[src/rtl/serial_parity_unit.sv]
// rtl/serial_parity_unit.sv - frame-based serial parity generator/checker
// Accepts DATA_BITS serial bits per frame, then emits (gen) or checks (check) a parity bit.
module serial_parity_unit #(
  parameter int DATA_BITS = 8,
  parameter bit ODD       = 1'b0,
  parameter int ERR_W     = 8
) (
  input  logic                             clk,
  input  logic                             rst_n,
  input  logic                             clr,
  input  logic                             mode,
  input  logic                             x_valid,
  input  logic                             x,
  output logic                             run_par,
  output logic [$clog2(DATA_BITS+1)-1:0]   bit_cnt,
  output logic                             busy,
  output logic                             p_valid,
  output logic                             p_bit,
  output logic                             frame_done,
  output logic                             par_err,
  output logic [ERR_W-1:0]                 err_cnt
);

  localparam int CNT_W = $clog2(DATA_BITS + 1);
  localparam logic [CNT_W-1:0] LAST_CNT = CNT_W'(DATA_BITS - 1);
  localparam logic [ERR_W-1:0] ERR_MAX  = {ERR_W{1'b1}};

  typedef enum logic [1:0] {
    IDLE   = 2'd0,
    DATA   = 2'd1,
    PARITY = 2'd2
  } state_t;

  state_t             state_q;
  logic               acc_q;
  logic               mode_q;
  logic [CNT_W-1:0]   bit_cnt_q;
  logic               p_valid_q;
  logic               p_bit_q;
  logic               frame_done_q;
  logic               par_err_q;
  logic [ERR_W-1:0]   err_cnt_q;
  logic [ERR_W-1:0]   err_cnt_d;
  logic               mismatch;

  assign mismatch  = (x != (acc_q ^ ODD));
  assign err_cnt_d = (err_cnt_q != ERR_MAX) ? err_cnt_q + ERR_W'(1) : err_cnt_q;

  always_ff @(posedge clk or negedge rst_n) begin
    if (!rst_n) begin
      state_q      <= IDLE;
      acc_q        <= 1'b0;
      mode_q       <= 1'b0;
      bit_cnt_q    <= '0;
      p_valid_q    <= 1'b0;
      p_bit_q      <= 1'b0;
      frame_done_q <= 1'b0;
      par_err_q    <= 1'b0;
      err_cnt_q    <= '0;
    end else begin
      p_valid_q    <= 1'b0;
      frame_done_q <= 1'b0;
      par_err_q    <= 1'b0;
      if (clr) begin
        // Abort keeps err_cnt and the last p_bit for status readout.
        state_q   <= IDLE;
        acc_q     <= 1'b0;
        bit_cnt_q <= '0;
      end else if (x_valid) begin
        case (state_q)
          IDLE: begin
            mode_q    <= mode;
            acc_q     <= x;
            bit_cnt_q <= CNT_W'(1);
            state_q   <= DATA;
          end
          DATA: begin
            acc_q     <= acc_q ^ x;
            bit_cnt_q <= bit_cnt_q + CNT_W'(1);
            if (bit_cnt_q == LAST_CNT) begin
              if (!mode_q) begin
                p_bit_q      <= acc_q ^ x ^ ODD;
                p_valid_q    <= 1'b1;
                frame_done_q <= 1'b1;
                state_q      <= IDLE;
              end else begin
                state_q <= PARITY;
              end
            end
          end
          PARITY: begin
            p_bit_q      <= x;
            p_valid_q    <= 1'b1;
            frame_done_q <= 1'b1;
            par_err_q    <= mismatch;
            if (mismatch) begin
              err_cnt_q <= err_cnt_d;
            end
            state_q <= IDLE;
          end
          default: state_q <= IDLE;
        endcase
      end
    end
  end

  assign run_par    = acc_q;
  assign bit_cnt    = bit_cnt_q;
  assign busy       = (state_q != IDLE);
  assign p_valid    = p_valid_q;
  assign p_bit      = p_bit_q;
  assign frame_done = frame_done_q;
  assign par_err    = par_err_q;
  assign err_cnt    = err_cnt_q;

endmodule

[config.mk]
export PLATFORM = sky130hd
export DESIGN_NAME = serial_parity_unit
export DESIGN_NICKNAME = d
export VERILOG_FILES = /design/src/rtl/serial_parity_unit.sv
export SDC_FILE = /design/constraint.sdc
export NUM_CORES = 1
export LEC_CHECK = 0
export ABC_AREA = 1
export CORE_MARGIN = 1
export CORE_UTILIZATION = 35
export CTS_CLUSTER_DIAMETER = 40
export DETAILED_ROUTE_END_ITERATION = 12
export PLACE_DENSITY = 0.58
export SLEW_MARGIN = 40
export SYNTH_ARGS = -nofsm -noshare
export SYNTH_HDL_FRONTEND = slang
export SYNTH_SLANG_ARGS = --single-unit
[constraint.sdc]
create_clock -name clk -period 1.4 [get_ports clk]
set_input_delay 0.14 -clock clk [delete_from_list [all_inputs] [get_ports clk]]
set_output_delay 0.14 -clock clk [all_outputs]
set_load 0.05 [all_outputs]
==> impl_results.md <==
- RSZ-0062 raised after global routing: yes
- Worst vdd ir: 0.5177 mV
- Syn Inst Count: 165
- CP endpoint kind: output pin
- Hold_ws: 0.1610 ns
- Min Tclk post-route: 1.385 ns
- Status: complete, no violations
- Count of final hold-check violations: 0
- Io pins: 24
- Syn. warnings: 0
- Worst-Skew Late Latency: 0.30 ns
- Leak: 0.8898 nW
- Global Route Usage Sum: 16.77%
- Slowest CP cell: dfrtp_1
- Metal3 WL: 93 µm
- Max incr delay on CP: 0.42 ns
- Inserted Diodes: 0
- Primary FF master, synth: dfrtp_1
- Util after Layout: 59.88%
- Hold Path Class: input pin to asynchronous set/reset pin
- Clock Tree Buf Depth: 2
- Largest net degree at the start of global routing: 20
- GP Congestion: 0.8363
- Final Slew Violations: 0
- Syn Nets: 176
- Total die area: 3544 µm²
- Area of the multi-input gates: 661.9 µm²
- Final setup fails: 0
- Vias per cell: 4.592
- Post-synth cell types: 18
- Sequential area share after synthesis: 41.04%
- Residual DRC: 0
- First-pass DRT Iterations: 4
- Initial Util: 37.34%
- Width of the die: 59.54 µm
- Worst-Margin Slew: 0.2844 ns
- CTS H-tree lvls: 1
- Setup slack, reg-to-reg: 0.03 ns
- RR Endpoint: p_bit
- Reg clk slew, reported paths: 0.12 ns
- Reg2Reg Depth: 8
- Switching share of power: 33.18%
- CTS Buf Count: 3
- DIE HEIGHT: 59.54 µm
- Initial antenna violation count: 0
- Total Wirelength: 2695 µm
- Initial drt markers: 28
- Core Rows: 20
- Asr flop ratio synth: 100.0%
- Pwr Total: 1.333 mW
- Synth top area cells: dfrtp_1 (41%), nand2_1 (24%), nand3_1 (6.5%)
- Max cap viols: 0
- Crit path DAT: 1.25 ns
- Number of synthesized flops with an enable pin: 0
- Final Net Count: 223
- Register area: 483.0 µm²
- Area leader, netlist: dfrtp_1
- Vias: 1171
- Part of the cycle the worst path needs: 98.95%
- Flop pwr share: 46.3%
- Clk pwr share: 21.5%
- Crit start category: register
- Fmax: 721.9 MHz
- Combinational share of power: 32.3%
- Top sig layer: met4
- Setup ws final: 0.01476 ns
- Filler Cells Inserted: 293
- Met2 wire len: 1295 µm
- CTS Sinks: 19
- Mapped cell area: 1159 µm²
- Core ar.: 3103 µm²
- Int Power: 891.0 µW
- Port bufs: 23
- Switch Pwr: 442.4 µW
- Largest fanout on the critical path: 3
- Syn_area_per_cell: 7.022 µm²
- CTS tree: yes
- Ordered cell list for the critical path: inv_2 > ha_4 > clkinvlp_4 > buf_12
- Number of global-route vias before repair: 1031
- First-pass GRT wire length: 4422 µm
- Share of cells above drive strength 1: 34.12%
- Grt total ovfl: 0
- P&R area growth vs syn: 60.37%
- CTS root buf: clkbuf_4
- Relative slew slack: 80.84%
- PD cells: 717.7 nW/µm²
- Pre-CTS setup slack: -0.06111 ns
- Top-area cell type share of the netlist area: 41.04%
- HPWL Detailed: 2042 µm
- Synthesized flop and latch total: 19
- Final ANT Viol Nets: 0
- Routed length per instance: 10.57 µm
- Layout Cells excl Fill: 255
- R2R Path Start: state_q[1]
- WP data required: 1.26 ns
- Setup CP Type: register to output pin
- Met1 Routed Length: 1258 µm
- Dpl cells: 246
- Skew final: 0.006814 ns
==> per-stage QoR <==
step | area (µm²) | setup TNS [ns]
global placement | 1759 | -0.3958
global route | 1858 | -0.1357
CTS | 1807 | 0
finish | 1858 | 0
floorplan | 1199 | 0
detailed placement | 1759 | -0.4800
==> layer usage <==
layer  global-route usage, %  vias up
met5                       0        -
met4                   8.306        0
met3                   2.838        7
met2                   28.09       24
met1                   20.73      535
li1                        -      605
==> placed cells by master (no fill, tap or decap), types with 3 or more instances in the layout <==
| cell type | n |
|---|---|
| nand2_2 | 5 |
| nor2_2 | 3 |
| nor2_4 | 3 |
| inv_1 | 13 |
| nand2_1 | 71 |
| ha_4 | 3 |
| dfrtp_2 | 6 |
| buf_12 | 17 |
| dfrtp_1 | 13 |
| clkbuf_4 | 3 |
| o21ai_0 | 6 |
| clkdlybuf4s50_1 | 5 |
| buf_4 | 22 |
| inv_2 | 5 |
| nand3_1 | 15 |
| nor2_1 | 8 |
==> critical path, delay by kind of cell (launching register included) <==
| kind | cells | cell delay (ns) |
|---|---|---|
| adders and majority gates | 1 | 0.16 |
| DFF | 1 | 0.42 |
| buffers and inverters | 3 | 0.35 |
==> Yosys cell counts, types with 2 or more instances <==
cell,instances
dfrtp_1,19
ha_1,5
inv_1,16
inv_2,3
nand2_1,74
nand2_2,2
nand3_1,15
nand4_1,2
nor2_1,11
nor2_4,3
o21ai_0,7
xnor2_1,2
==> registers in the layout, indices dropped and copies added, names as in the netlist <==
| register | flops |
|---|---|
| err_cnt | 8 |
| bit_cnt | 4 |
| state_q | 2 |
| frame_done | 1 |
| mode_q | 1 |
| p_bit | 1 |
| par_err | 1 |
| run_par | 1 |
==> final cells by class <==
cell class,count,share of cell area [%]
multi-input combinational,125,35.62
timing repair buffer,44,29.90
sequential,19,25.99
inverter,19,4.040
tap,44,2.963
clock buffer,3,1.212
clock inverter,1,0.2694
==> repair_timing <==
item / 4_1_cts / 5_1_grt
buffers inserted: 1 / 4
pin swaps: 1 / 9
gates resized for setup: 4 / 9
endpoints found under the setup margin: 10 / 12
hold buffers: 0 / 0
==> how the worst max path moves through the flow <==
stage | from | endpoint | slack (ns) | cells after the start
after floorplan | state_q[0] | bit_cnt[2] | 0.005 | 7
after global placement | x | err_cnt[1] | -0.05 | 8
after detailed placement | x | err_cnt[4] | -0.06 | 8
after CTS | state_q[1] | p_bit | 0.006 | 8
after global routing | state_q[1] | p_bit | -0.06 | 8
final | state_q[0] | busy | 0.01 | 4
==> cell families after synthesis <==
logic type      count (synthesis)  share of synthesized area (%)
flops                          19                          41.04
xor+xnor                        3                          2.268
simple gates                  108                          39.63
compound gates                  9                          4.428
fa+ha+maj                       5                          5.400
buf+inv                        21                          7.235
==> power by group through the flow <==
stage / logic [mW] / registers [mW] / clock network [mW]
after floorplan: 0.127 / 0.690 / 0
after global placement: 0.404 / 0.625 / 0
after detailed placement: 0.404 / 0.626 / 0
after CTS: 0.418 / 0.617 / 0.302
after global routing: 0.463 / 0.620 / 0.332
final: 0.430 / 0.617 / 0.286
Power figures use the tool's default switching activity.
